## src/rtl/tdm_i2s_pkg.sv

```systemverilog
// Shared types, constants and helpers for the TDM/I2S transmitter.
package tdm_i2s_pkg;

  // Data delay presets: I2S puts the MSB one BCLK after the slot start.
  // Left-justified and DSP formats put it on the slot start.
  localparam int DELAY_I2S = 1;
  localparam int DELAY_LJ  = 0;

  // Transmitter run state.
  typedef enum logic {
    IDLE = 1'b0,
    RUN  = 1'b1
  } state_t;

  // Counter width for a modulo-n counter. Returns at least 1 so that
  // n == 1 still gives a legal vector.
  function automatic int cnt_w(input int n);
    return (n <= 1) ? 1 : $clog2(n);
  endfunction

endpackage

```

## src/rtl/tdm_i2s_if.sv

```systemverilog
// Frame stream interface: one whole frame per valid/ready transfer.
interface tdm_i2s_if #(
  parameter int CHANNELS  = 2,
  parameter int DATA_BITS = 24
) ();

  logic [CHANNELS*DATA_BITS-1:0] s_data;   // channel 0 in the LSBs
  logic                          s_valid;
  logic                          s_ready;

  modport master (output s_data, output s_valid, input s_ready);
  modport slave  (input s_data, input s_valid, output s_ready);

endinterface

```

## src/rtl/tdm_slot_counter.sv

```systemverilog
// Bit/slot position counter with frame boundary detection and WS generation.
// The counter exposes the position the next tick will move to, so the
// serialiser can look up the data bit for that position in the same cycle.
module tdm_slot_counter
  import tdm_i2s_pkg::*;
#(
  parameter int SLOT_BITS = 32,
  parameter int CHANNELS  = 2
) (
  input  logic                          clk,
  input  logic                          rst_n,
  input  logic                          tick,      // bclk_falling
  input  logic                          run,       // currently running
  input  logic                          go,        // running after this tick
  output logic                          frame_boundary,
  output logic [cnt_w(SLOT_BITS)-1:0]   bit_next,
  output logic [cnt_w(CHANNELS)-1:0]    slot_next,
  output logic                          ws
);

  localparam int BIT_W  = cnt_w(SLOT_BITS);
  localparam int SLOT_W = cnt_w(CHANNELS);
  localparam logic [BIT_W-1:0]  BIT_LAST  = BIT_W'(SLOT_BITS - 1);
  localparam logic [SLOT_W-1:0] SLOT_LAST = SLOT_W'(CHANNELS - 1);

  logic [BIT_W-1:0]  bit_reg;
  logic [SLOT_W-1:0] slot_reg;
  logic              bit_last;
  logic              slot_last;
  logic              ws_next;

  assign bit_last       = (bit_reg == BIT_LAST);
  assign slot_last      = (slot_reg == SLOT_LAST);
  assign frame_boundary = run && bit_last && slot_last;

  // Next position: advance while running, otherwise sit at slot 0 bit 0
  // (which is also where a fresh start from idle lands).
  always_comb begin
    bit_next  = '0;
    slot_next = '0;
    if (go && run) begin
      if (bit_last) begin
        bit_next  = '0;
        slot_next = slot_last ? '0 : slot_reg + SLOT_W'(1);
      end else begin
        bit_next  = bit_reg + BIT_W'(1);
        slot_next = slot_reg;
      end
    end
  end

  // Stereo uses a 50% duty left/right select; TDM uses a one-BCLK frame sync.
  generate
    if (CHANNELS == 2) begin : g_ws_stereo
      assign ws_next = go && (slot_next == SLOT_W'(1));
    end else begin : g_ws_tdm
      assign ws_next = go && (slot_next == '0) && (bit_next == '0);
    end
  endgenerate

  // Position and WS only move on BCLK falling ticks.
  always_ff @(posedge clk or negedge rst_n) begin
    if (!rst_n) begin
      bit_reg  <= '0;
      slot_reg <= '0;
      ws       <= 1'b0;
    end else if (tick) begin
      bit_reg  <= bit_next;
      slot_reg <= slot_next;
      ws       <= ws_next;
    end
  end

endmodule

```

## src/rtl/tdm_i2s_tx.sv

```systemverilog
// Parametrised I2S/TDM serial transmitter with a one-deep frame holding
// buffer, frame register and MSB-first serialiser.
module tdm_i2s_tx
  import tdm_i2s_pkg::*;
#(
  parameter int DATA_BITS = 24,
  parameter int SLOT_BITS = 32,
  parameter int CHANNELS  = 2,
  parameter int DELAY     = DELAY_I2S
) (
  input  logic     clk,
  input  logic     rst_n,
  input  logic     bclk_falling,
  input  logic     enable,
  tdm_i2s_if.slave s_if,
  output logic     ws,
  output logic     sdata,
  output logic     frame_start,
  output logic     underrun
);

  localparam int FRAME_BITS = CHANNELS * DATA_BITS;
  localparam int BIT_W      = cnt_w(SLOT_BITS);
  localparam int SLOT_W     = cnt_w(CHANNELS);
  localparam int DATA_W     = cnt_w(DATA_BITS);

  state_t                  state_reg, state_next;
  logic                    frame_start_c;
  logic                    go;
  logic                    frame_boundary;
  logic [BIT_W-1:0]        bit_next;
  logic [SLOT_W-1:0]       slot_next;
  logic [FRAME_BITS-1:0]   hold_reg;
  logic                    hold_full_reg;
  logic [FRAME_BITS-1:0]   frame_reg;
  logic [FRAME_BITS-1:0]   frame_src;
  logic                    accept;
  logic                    sdata_next;
  logic [DATA_BITS-1:0]    chan [CHANNELS];
  int                      b_idx;
  logic [DATA_W-1:0]       msb_idx;

  // Run state register.
  always_ff @(posedge clk or negedge rst_n) begin
    if (!rst_n) state_reg <= IDLE;
    else        state_reg <= state_next;
  end

  // Start on the first enabled tick; stop only at a frame boundary so the
  // current frame always finishes.
  always_comb begin
    state_next    = state_reg;
    frame_start_c = 1'b0;
    case (state_reg)
      IDLE: begin
        if (bclk_falling && enable) begin
          state_next    = RUN;
          frame_start_c = 1'b1;
        end
      end
      RUN: begin
        if (bclk_falling && frame_boundary) begin
          if (enable) frame_start_c = 1'b1;
          else        state_next    = IDLE;
        end
      end
      default: state_next = IDLE;
    endcase
  end

  assign go = (state_next == RUN);

  tdm_slot_counter #(
    .SLOT_BITS (SLOT_BITS),
    .CHANNELS  (CHANNELS)
  ) u_slot_counter (
    .clk            (clk),
    .rst_n          (rst_n),
    .tick           (bclk_falling),
    .run            (state_reg == RUN),
    .go             (go),
    .frame_boundary (frame_boundary),
    .bit_next       (bit_next),
    .slot_next      (slot_next),
    .ws             (ws)
  );

  // s_ready is purely the buffer state, never a function of s_valid.
  assign s_if.s_ready = !hold_full_reg;
  assign accept       = s_if.s_valid && !hold_full_reg;

  // Holding buffer and frame register. A frame start drains the holding
  // buffer (or loads silence); an accept can only land in an empty buffer.
  always_ff @(posedge clk or negedge rst_n) begin
    if (!rst_n) begin
      hold_reg      <= '0;
      hold_full_reg <= 1'b0;
      frame_reg     <= '0;
    end else begin
      if (frame_start_c) frame_reg <= hold_full_reg ? hold_reg : '0;
      if (accept) begin
        hold_reg      <= s_if.s_data;
        hold_full_reg <= 1'b1;
      end else if (frame_start_c) begin
        hold_full_reg <= 1'b0;
      end
    end
  end

  // On a frame start the frame register is still stale, so serialise
  // straight from the data being loaded (needed when DELAY is 0).
  assign frame_src = frame_start_c ? (hold_full_reg ? hold_reg : '0) : frame_reg;

  generate
    for (genvar gi = 0; gi < CHANNELS; gi++) begin : g_chan
      assign chan[gi] = frame_src[gi*DATA_BITS +: DATA_BITS];
    end
  endgenerate

  // Pick the data bit for the next position; delay and padding bits are 0.
  always_comb begin
    sdata_next = 1'b0;
    msb_idx    = '0;
    b_idx      = int'(bit_next) - DELAY;
    if (go && (b_idx >= 0) && (b_idx < DATA_BITS)) begin
      msb_idx    = DATA_W'(DATA_BITS - 1 - b_idx);
      sdata_next = chan[slot_next][msb_idx];
    end
  end

  // Registered serial data and per-frame status pulses.
  always_ff @(posedge clk or negedge rst_n) begin
    if (!rst_n) begin
      sdata       <= 1'b0;
      frame_start <= 1'b0;
      underrun    <= 1'b0;
    end else begin
      frame_start <= frame_start_c;
      underrun    <= frame_start_c && !hold_full_reg;
      if (bclk_falling) sdata <= sdata_next;
    end
  end

endmodule

```

## src/flat_wrapper.sv

```systemverilog
// flat-port wrapper written by rule: the top's interface ports become plain ports
module tdm_i2s_tx_flat import tdm_i2s_pkg::*;
#(
  parameter int DATA_BITS = 24,
  parameter int SLOT_BITS = 32,
  parameter int CHANNELS  = 2,
  parameter int DELAY     = DELAY_I2S
)
  (clk, rst_n, bclk_falling, enable, ws, sdata, frame_start, underrun, s_if_s_data, s_if_s_valid, s_if_s_ready);
  tdm_i2s_if #(.CHANNELS(CHANNELS), .DATA_BITS(DATA_BITS)) s_if_i ();
  input  logic clk;
  input  logic rst_n;
  input  logic bclk_falling;
  input  logic enable;
  output logic ws;
  output logic sdata;
  output logic frame_start;
  output logic underrun;
  input wire logic [$bits(s_if_i.s_data)-1:0] s_if_s_data;
  input wire logic [$bits(s_if_i.s_valid)-1:0] s_if_s_valid;
  output wire logic [$bits(s_if_i.s_ready)-1:0] s_if_s_ready;
  assign s_if_i.s_data = s_if_s_data;
  assign s_if_i.s_valid = s_if_s_valid;
  assign s_if_s_ready = s_if_i.s_ready;
  tdm_i2s_tx #(.DATA_BITS(DATA_BITS), .SLOT_BITS(SLOT_BITS), .CHANNELS(CHANNELS), .DELAY(DELAY)) u_core (.clk(clk), .rst_n(rst_n), .bclk_falling(bclk_falling), .enable(enable), .s_if(s_if_i), .ws(ws), .sdata(sdata), .frame_start(frame_start), .underrun(underrun));
endmodule
```

## config.mk

```make
export PLATFORM = sky130hd
export DESIGN_NAME = tdm_i2s_tx_flat
export DESIGN_NICKNAME = d
export VERILOG_FILES = /design/src/rtl/tdm_i2s_pkg.sv /design/src/rtl/tdm_i2s_if.sv /design/src/rtl/tdm_slot_counter.sv /design/src/rtl/tdm_i2s_tx.sv /design/src/flat_wrapper.sv
export SDC_FILE = /design/constraint.sdc
export NUM_CORES = 1
export LEC_CHECK = 0
export CAP_MARGIN = 15
export CORE_MARGIN = 2
export CORE_UTILIZATION = 26
export CTS_CLUSTER_SIZE = 40
export DETAILED_ROUTE_END_ITERATION = 7
export GPL_TIMING_DRIVEN = 0
export HOLD_SLACK_MARGIN = 0.05
export PLACE_DENSITY_LB_ADDON = 0.05
export SLEW_MARGIN = 30
export SYNTH_ARGS = -nofsm -noshare
export SYNTH_HDL_FRONTEND = slang
export SYNTH_SLANG_ARGS = --single-unit
export TNS_END_PERCENT = 1
```

## constraint.sdc

```tcl
create_clock -name clk -period 4.4 [get_ports clk]
set_clock_uncertainty 0.2 [all_clocks]
set_input_delay 1.1 -clock clk [delete_from_list [all_inputs] [get_ports clk]]
set_output_delay 1.1 -clock clk [all_outputs]
set_load 0.03 [all_outputs]
```

# After elaboration in Yosys (flattened, before gate mapping)
# Cells that the tools add are included.
dict set report word_totals {
  register_bits 108
  mem_bits_ro 0
  ram_bits 0
  mem_count 0
  out_inout_bits 5
  latch_bits 0
  word_cells 54
}
dict set report classes {
  n_div 0
  eq_ne 1
  magnitude_cmp 4
  n_mul 0
  mux 21
  n_bitwise 2
  add_sub_neg 4
  reduce_logical 12
  shift 0
}
# op count
set ops {}
lappend ops {{two-way mux 48 bit} 2}
lappend ops {{two-way mux 24 bit} 3}
lappend ops {{two-way mux 1 bit} 11}
lappend ops {{logical AND 1 bit} 10}
lappend ops {{two-way mux 5 bit} 2}
lappend ops {{greater-or-equal comparator 6 x 1 -> 1 bit (second input constant)} 1}
lappend ops {{< comparator 5 x 6 -> 1 bit (second input constant)} 1}
lappend ops {{< comparator 6 bit (second input constant)} 1}
lappend ops {{subtractor 5 x 1 -> 6 bit (second input constant)} 1}
lappend ops {{adder 5 x 1 -> 5 bit (second input constant)} 1}
lappend ops {{binary-select mux 1 bit (select 5 bit)} 1}
lappend ops {{== test 5 bit (second input constant)} 1}
lappend ops {{subtractor 5 bit (first input constant)} 1}
lappend ops {{one-hot mux 1 bit (2 select lines)} 2}
lappend ops {{greater-or-equal comparator 2 bit (second input constant)} 1}
lappend ops {{inverter 1 -> 2 bit} 1}
lappend ops {{nonzero test 2 bit} 1}
lappend ops {{adder 1 bit (second input constant)} 1}
lappend ops {{zero test 1 bit} 1}
lappend ops {{inverter 1 bit} 1}

# Longest topological paths before layout
# Gate-level depths: netlist of the first run.
dict set report depth {
  word_depth 15
  ltp_mapped 15
  mapped_depth_nobuf 13
}

# Modules after synthesis
# From an unflattened synthesis of the first run, not the netlist that was laid out.
dict set report hier_totals {
  cells_unflattened 485
  area_unflattened_um2 5283.8
}
# mod instances cells_per_inst area_each_um2
set by_module_without_submodules {}
lappend by_module_without_submodules {tdm_i2s_tx 1 444 4830.9}
lappend by_module_without_submodules {tdm_slot_counter 1 41 452.9}

# Worst setup path after synthesis of the first run
# No wires, ideal clock.
dict set report synth_timing {
  path_kind {register -> register}
  start {register u_core.u_slot_counter.bit_reg[0]}
  end {register u_core.sdata}
  path_stages_with_launch 14
  setup_slack_ps 1051
  setup_ps 94
  synth_period_minus_slack_ps 3349
  t_arrival_ps 3055
  cell_sequence {dfrtp_1 ha_1 and3_1 ha_1 buf_4 nor3b_4 buf_4 ha_1 buf_2 a211o_1 a31oi_1 nor4_1 a211o_1 a221oi_2}
}
dict set report synth_between {
  elab_cells_between_ends 28
  cone_classes {3 x add/sub; 2 x order compare; 1 x eq/ne; 15 x mux; 1 x bitwise; 6 x reduce/logical}
}
# element line
set synth_lines {}
lappend synth_lines {{start: declaration} tdm_slot_counter.sv:26} ;# logic [BIT_W-1:0] bit_reg;
lappend synth_lines {{start signal: assignment} tdm_slot_counter.sv:68} ;# bit_reg <= bit_next;
lappend synth_lines {{== test 5 bit} tdm_slot_counter.sv:32} ;# assign bit_last = (bit_reg == BIT_LAST);
lappend synth_lines {{logical AND 1 bit (2 in series)} tdm_slot_counter.sv:34} ;# assign frame_boundary = run && bit_last && slot_last;
lappend synth_lines {{logical AND 1 bit} tdm_i2s_tx.sv:62} ;# if (bclk_falling && frame_boundary) begin
lappend synth_lines {{two-way mux 1 bit} tdm_i2s_tx.sv:62}
lappend synth_lines {{one-hot mux 1 bit (2 select lines)} tdm_i2s_tx.sv:54} ;# case (state_reg)
lappend synth_lines {{logical AND 1 bit} tdm_slot_counter.sv:41} ;# if (go && run) begin
lappend synth_lines {{two-way mux 5 bit *} tdm_slot_counter.sv:41}
lappend synth_lines {{named net u_core.bit_next[0]} tdm_i2s_tx.sv:31} ;# logic [BIT_W-1:0] bit_next;
lappend synth_lines {{subtractor 5 x 1 -> 6 bit *} tdm_i2s_tx.sv:124} ;# b_idx = int'(bit_next) - DELAY;
lappend synth_lines {{subtractor 5 bit or greater-or-equal comparator 6 x 1 -> 1 bit (tied branches)} {tdm_i2s_tx.sv:126, tdm_i2s_tx.sv:125}}
lappend synth_lines {{binary-select mux 1 bit (select 5 bit) or logical AND 1 bit (tied branches)} {tdm_i2s_tx.sv:127, tdm_i2s_tx.sv:125}}
lappend synth_lines {{two-way mux 1 bit (not written as such) or logical AND 1 bit (tied branches)} {tdm_i2s_tx.sv:127, tdm_i2s_tx.sv:125}}
lappend synth_lines {{two-way mux 1 bit *} tdm_i2s_tx.sv:125} ;# if (go && (b_idx >= 0) && (b_idx < DATA_BITS)) begin
lappend synth_lines {{end signal: assignment} tdm_i2s_tx.sv:140} ;# if (bclk_falling) sdata <= sdata_next;
lappend synth_lines {{end: declaration} tdm_i2s_tx.sv:17} ;# output logic sdata,
# Mark *: on every way through the listed nets, which the timed path passes. The rest lies on a longest branch. The select of a mux whose other input is x is not followed.
# A chain may end at the register's enable or synchronous reset.

# Worst setup path after layout of the first run
dict set report layout_timing {
  start {register u_core.u_slot_counter.bit_reg[0]}
  end {register u_core.sdata}
}
dict set report layout_between {
  elab_chain_cells 15
  elab_cells_between_ends 28
  cone_classes {3 x add/sub; 2 x order compare; 1 x eq/ne; 15 x mux; 1 x bitwise; 6 x reduce/logical}
}
# element line
set layout_lines {}
lappend layout_lines {{parallel branches: the longest is 14 deep, another holds subtractor 5 x 1 -> 6 bit} n/a}
lappend layout_lines {{two-way mux 1 bit *} tdm_i2s_tx.sv:125}
# Mark *: on every way between the ends. The select of a mux whose other input is x is not followed.

==> results of run 1 <==
## logic make-up (layout without fill, tap and decap cells)
logic type | after synthesis | after routing | synth area share, %
AO/OA/AOI/OAI | 60 | 60 | 7.88
adder cells (fa/ha/maj) | 4 | 4 | 1.00
AND/OR/NAND/NOR | 176 | 176 | 16.2
flip-flops | 108 | 108 | 54.2
multiplexers | 65 | 65 | 15.3
XOR/XNOR | 6 | 6 | 1.35
buffers and inverters | 44 | 115 | 4.04
## per-stage QoR
step / std cells / setup WS, ns / setup TNS (ns) / hold slack, ns / cell area, um^2
after floorplan: 463 / 1.05 / 0 / 0.230 / 4990
after global placement: 754 / -2.37 / -255.27 / 0.252 / 5850
after detailed placement: 755 / -0.00187 / -0.00187 / 0.255 / 5880
after CTS: 768 / 0.183 / 0 / 0.271 / 6180
after global routing: 768 / 0.0824 / 0 / 0.295 / 6180
final: 768 / 0.357 / 0 / 0.265 / 6180
## worst min-delay path, cell delays in order, from the launching register on
cell     delay, ns
dfrtp_1       0.34
nand2_1       0.05
nand2_1       0.05
## layout make-up
cell class | instances | area [um^2]
Inverter | 12 | 45.0
Clock inverter | 3 | 65.1
Sequential cell | 108 | 2700
Multi-Input combinational cell | 311 | 2080
Buffer | 32 | 158
Fill cell | 1940 | 12600
Clock buffer | 10 | 229
Timing Repair Buffer | 58 | 603
Tap cell | 234 | 293
## path summary, 6_finish.rpt
| check | endpoint | startpoint | depth (start not counted) | slack, ns |
|---|---|---|---|---|
| setup / recovery | u_core.sdata$_DFFE_PN0P_ | u_core.u_slot_counter.bit_reg[0]$_DFFE_PN0P_ | 15 | 0.36 |
| setup reg to reg | u_core.sdata$_DFFE_PN0P_ | u_core.u_slot_counter.bit_reg[0]$_DFFE_PN0P_ | 15 | 0.36 |
| max in group asynchronous | u_core.hold_full_reg$_DFFE_PN0P_ | rst_n | 2 | 2.91 |
| min in group asynchronous | u_core.hold_reg[35]$_DFFE_PN0P_ | rst_n | 1 | 0.46 |
| hold reg to reg | u_core.frame_reg[34]$_DFF_PN0_ | u_core.frame_reg[34]$_DFF_PN0_ | 2 | 0.26 |
| hold / removal | u_core.frame_reg[34]$_DFF_PN0_ | u_core.frame_reg[34]$_DFF_PN0_ | 2 | 0.26 |
## power groups by stage
stage          sequential, mW  clock, mW  combinational (mW)
2_1_floorplan            1.53          0                1.07
6_report                 1.59      0.836                1.48
4_1_cts                  1.59      0.875                1.49
3_3_place_gp             1.61          0                1.47
3_5_place_dp             1.61          0                1.48
5_1_grt                  1.64      0.917                1.65
## cells in the final DEF, fill, tap and decap left out, types with 9 or more instances in the layout
cell and count:
inv_1 10, clkdlybuf4s50_1 56, o21ai_0 25, mux2i_1 10, nand3_1 44, clkbuf_16 9
mux2_2 51, clkbuf_1 15, nand2_1 99, dfrtp_1 108
## routing by layer
layer,global-route usage [%],wire length [um],vias up
met5,0,0,-
met4,5.94,299,0
met3,2.46,457,18
met2,21.6,6040,56
met1,19.7,6360,1754
li1,-,-,1744
==> results.json, run 1 <==
{
  "cp-end-kind": "register",
  "coreArea_um2": 18800,
  "drc": 0,
  "syn_nets": 520,
  "synthCells": 463,
  "synth-seq-cells": 108,
  "synth.yosys.seq_area_share_pct": 54.2,
  "avgRoutedWirePerCell_um": 17.1,
  "ir_worst_vdd_mv": 0.219,
  "numClockSinks": 108,
  "gp_congestion": 0.815,
  "yosysTopAreaCell": "dfrtp_1",
  "crit_fanout": 10,
  "yosys_warnings": 0,
  "root_buffer": "clkbuf_16",
  "htreeDepth": 3,
  "die_y_um": 143,
  "grt_usage_pct": 14.1,
  "cts_buffers": 9,
  "grt_max_degree": 56,
  "cp_data_required_time_ns": 4.42,
  "synth_edf_count": 0,
  "ioPinCount": 58,
  "worstMarginPinSlew_ns": 0.825,
  "hold_viol_final": 0,
  "power.share.clock_pct": 21.5,
  "max_stage_delay_ns": 0.50,
  "yosysMostFrequentCell": "dfrtp_1",
  "hpwlAfterDp_um": 9700,
  "clk_latency_ns": 0.35,
  "worst-setup-path-type": "reg -> reg",
  "yosysUniqueCellTypes": 53,
  "worstHoldPathType": "reg -> reg",
  "crit_path_start_kind": "register",
  "critPathTopFamily": "adder cells",
  "antennaDiodeCount": 0,
  "cpMaxStageDelayCell": "dfrtp_1",
  "power.total_mw": 3.90,
  "power_switching_mw": 1.36,
  "ys_top_cells_by_area": "dfrtp_1 54%, mux2_2 12%, nand2_1 7.5%",
  "power_density_nw_per_um2": 631,
  "post_cts_buffers": 0,
  "port_buffers": 57,
  "maxCapViolations": 0,
  "drt_pass1_iterations": 4,
  "slew-limit-headroom_pct": 44.6,
  "drive_above_1_share_pct": 17.0,
  "rows": 50,
  "synth_ff_type": "dfrtp_1",
  "path_clk_slew_ns": 0.07,
  "status": "complete, no violations",
  "arrival_ns": 4.06,
  "synthesis.area_um2": 4990,
  "final_nets": 589,
  "async_flop_share_pct": 100,
  "switching_share_pct": 34.9,
  "fp.dieArea_um2": 20300,
  "antenna_left": 0,
  "cts_tree": "done",
  "cts_hold_buffers": 0,
  "max_freq_mhz": 247,
  "area.growth.synth_to_final_pct": 23.9,
  "seq_power_share_pct": 40.7,
  "start_util_pct": 26.6,
  "grt_pass1_vias": 3801,
  "initialDrtViolationCount": 177,
  "clockBufferDepth": 2,
  "crit_top_cell": "ha_1",
  "num_vias": 3572,
  "rsz0062_at_grt": "false",
  "syn_avg_cell_area_um2": 10.8,
  "intPower_mw": 2.54,
  "path_cells": "ha_1 > and3_1 > ha_1 > buf_4 > nand4b_1 > nand3_1 > ha_1 > buf_2 > clkbuf_2 > mux2i_1 > nor2_1 > o21ai_0 > nand4_1 > nand3_1 > a221oi_2",
  "min_period_ns": 4.04,
  "netlist_top_cells_count": "108 x dfrtp_1, 99 x nand2_1, 51 x mux2_2",
  "grt-ovfl-total": 0,
  "grt_pass1_wl_um": 21600,
  "ctsResizeCount": 0,
  "viasPerCell": 4.65,
  "synth_top_area_share_pct": 54.2,
  "drv_slew": 0,
  "combinationalPowerShare_pct": 37.9,
  "die_w_um": 143,
  "fin_crit_sh_pct": 91.9,
  "setup_viol": 0,
  "power_leakage_nw": 2.78,
  "fin_util_pct": 32.9,
  "antenna_found_initial": 0,
  "crit_buf_inv": 3,
  "drt-total-wl_um": 13200
}
(Power assumes the default switching activity.)
==> run 2, diff against run 1 <==
--- a/config.mk
+++ b/config.mk
@@ -12,7 +12,6 @@
 export DETAILED_ROUTE_END_ITERATION = 7
 export GPL_TIMING_DRIVEN = 0
 export HOLD_SLACK_MARGIN = 0.05
-export PLACE_DENSITY_LB_ADDON = 0.05
 export SLEW_MARGIN = 30
 export SYNTH_ARGS = -nofsm -noshare
 export SYNTH_HDL_FRONTEND = slang
==> results.json, run 2 (synthesis gave the netlist of run 1 again) <==
{
  "grt_pass1_vias": 3859,
  "drt_pass1_iterations": 4,
  "fin_ws_ns": 0.337,
  "cts_tree": "done",
  "port_buffers": 57,
  "fill_cells": 1914,
  "max_freq_mhz": 246,
  "die_w_um": 143,
  "path_clk_slew_ns": 0.07,
  "num_vias": 3596,
  "ir_worst_vdd_mv": 0.216,
  "r2r-start": "u_core.u_slot_counter.bit_reg[0]$_DFFE_PN0P_",
  "multi_input_area_um2": 2080,
  "maxCapViolations": 0,
  "worstHoldPathType": "reg -> reg",
  "antenna_left": 0,
  "clockBufferDepth": 2,
  "cp_data_required_time_ns": 4.46,
  "viasPerCell": 4.67,
  "ctsResizeCount": 0,
  "fin_crit_sh_pct": 92.3,
  "min_period_ns": 4.06,
  "fp.dieArea_um2": 20300,
  "root_buffer": "clkbuf_16",
  "drv_slew": 0,
  "worstMarginPinSlew_ns": 0.852,
  "numClockSinks": 108,
  "ff2ff_setup_slack_ns": 0.34,
  "htreeDepth": 3,
  "hold_viol_final": 0,
  "max_stage_delay_ns": 0.49,
  "grt_pass1_wl_um": 20600,
  "drc": 0,
  "worst-setup-path-type": "reg -> reg",
  "final_cell_area_um2": 6170,
  "cpMaxStageDelayCell": "dfrtp_1",
  "final_cell_mix": "108 x dfrtp_1, 99 x nand2_1, 56 x clkdlybuf4s50_1",
  "gp_congestion": 0.895,
  "area.growth.synth_to_final_pct": 23.8,
  "clk_latency_ns": 0.35,
  "post_cts_buffers": 0,
  "power_leakage_nw": 2.77,
  "r2r_cells": 14,
  "hold_end": "u_core.frame_reg[32]$_DFF_PN0_",
  "cts_hold_buffers": 0,
  "hpwlAfterDp_um": 9440,
  "drt-total-wl_um": 12400,
  "dpl_worst_slack_ns": -0.0313,
  "grt_usage_pct": 13.2,
  "rsz0062_at_grt": "false",
  "antenna_found_initial": 0,
  "grt-ovfl-total": 0,
  "drive_above_1_share_pct": 17.5,
  "initialDrtViolationCount": 139,
  "crit_path_start_kind": "register",
  "status": "complete, no violations",
  "placed_area_um2": 5880,
  "grt_max_degree": 58,
  "whs_ns": 0.274,
  "ioPinCount": 58,
  "coreArea_um2": 18800,
  "rows": 50,
  "final_nets": 588,
  "r2r_end": "u_core.sdata$_DFFE_PN0P_",
  "crit_top_cell": "ha_1",
  "path_cells": "ha_1 > and3_1 > ha_1 > buf_4 > nand4b_1 > nand3_1 > ha_1 > buf_2 > nand3_1 > mux2_2 > o211ai_2 > nor4_1 > a211o_1 > a221oi_2",
  "power_density_nw_per_um2": 622,
  "slew-limit-headroom_pct": 42.8,
  "min_from": "u_core.frame_reg[32]$_DFF_PN0_",
  "regArea_um2": 2700,
  "crit_fanout": 19,
  "die_y_um": 143,
  "min_path_cells": 2,
  "arrival_ns": 4.12,
  "avgRoutedWirePerCell_um": 16.2,
  "cts_buffers": 9,
  "start_util_pct": 26.6,
  "setup_viol": 0,
  "antennaDiodeCount": 0,
  "cp-end-kind": "register",
  "final_common_cell": "dfrtp_1"
}
-- run 2: how the worst max path moves through the flow --
| stage | slack, ns | depth (start not counted) | start | endpoint |
|---|---|---|---|---|
| 3_5_place_dp | -0.03 | 12 | bclk_falling | u_core.sdata$_DFFE_PN0P_ |
| 6_report | 0.34 | 14 | u_core.u_slot_counter.bit_reg[0]$_DFFE_PN0P_ | u_core.sdata$_DFFE_PN0P_ |
| 2_1_floorplan | 1.05 | 13 | u_core.u_slot_counter.bit_reg[0]$_DFFE_PN0P_ | u_core.sdata$_DFFE_PN0P_ |
| 3_3_place_gp | -1.92 | 1 | rst_n | u_core.hold_reg[15]$_DFFE_PN0P_ |
| 5_1_grt | 0.006 | 12 | u_core.u_slot_counter.bit_reg[0]$_DFFE_PN0P_ | u_core.sdata$_DFFE_PN0P_ |
| 4_1_cts | 0.25 | 15 | u_core.u_slot_counter.bit_reg[0]$_DFFE_PN0P_ | u_core.sdata$_DFFE_PN0P_ |
-- run 2: critical path: cells and delay by family, from the launching register on --
family | cells | cell delay (ns)
AO/OA/AOI/OAI | 3 | 0.67
adder cells (fa/ha/maj) | 3 | 0.97
multiplexers | 1 | 0.29
flip-flops | 1 | 0.49
buffers and inverters | 2 | 0.61
AND/OR/NAND/NOR | 5 | 0.72
-- run 2: area by class of cell --
cell class / instances / share of cell area (%)
Sequential cell: 108 / 43.8
Multi-Input combinational cell: 311 / 33.7
Timing Repair Buffer: 58 / 9.71
Tap cell: 234 / 4.74
Clock buffer: 12 / 4.32
Buffer: 31 / 2.47
Inverter: 12 / 0.729
Clock inverter: 4 / 0.527
-- run 2: through the flow --
step | cells | total power [mW] | utilization (%) | TNS, ns
floorplan | 463 | 2.61 | - | 0
global placement | 754 | 3.05 | 31.2 | -206.62
detailed placement | 755 | 3.09 | 31.3 | -0.0313
CTS | 771 | 3.90 | 32.9 | 0
global route | 770 | 4.13 | 32.9 | 0
finish | 770 | 3.84 | 32.9 | 0
-- run 2: layer usage --
metal  global-route usage, %  share of wire, %
met2                    22.1                48
met4                    4.69               1.6
met3                    2.12               2.2
met1                    17.4                48
met5                       0                 0
-- run 2: power by group --
| part | internal, mW | switching (mW) | total, mW |
|---|---|---|---|
| Combinational | 0.677 | 0.774 | 1.45 |
| Sequential | 1.36 | 0.224 | 1.59 |
| Clock | 0.433 | 0.366 | 0.799 |
==> run 3, diff against run 2 <==
--- a/config.mk
+++ b/config.mk
@@ -5,7 +5,6 @@
 export SDC_FILE = /design/constraint.sdc
 export NUM_CORES = 1
 export LEC_CHECK = 0
-export CAP_MARGIN = 15
 export CORE_MARGIN = 2
 export CORE_UTILIZATION = 26
 export CTS_CLUSTER_SIZE = 40
==> results of run 3 <==
No change in the layout: final DEF, timing and power equal those of run 2.
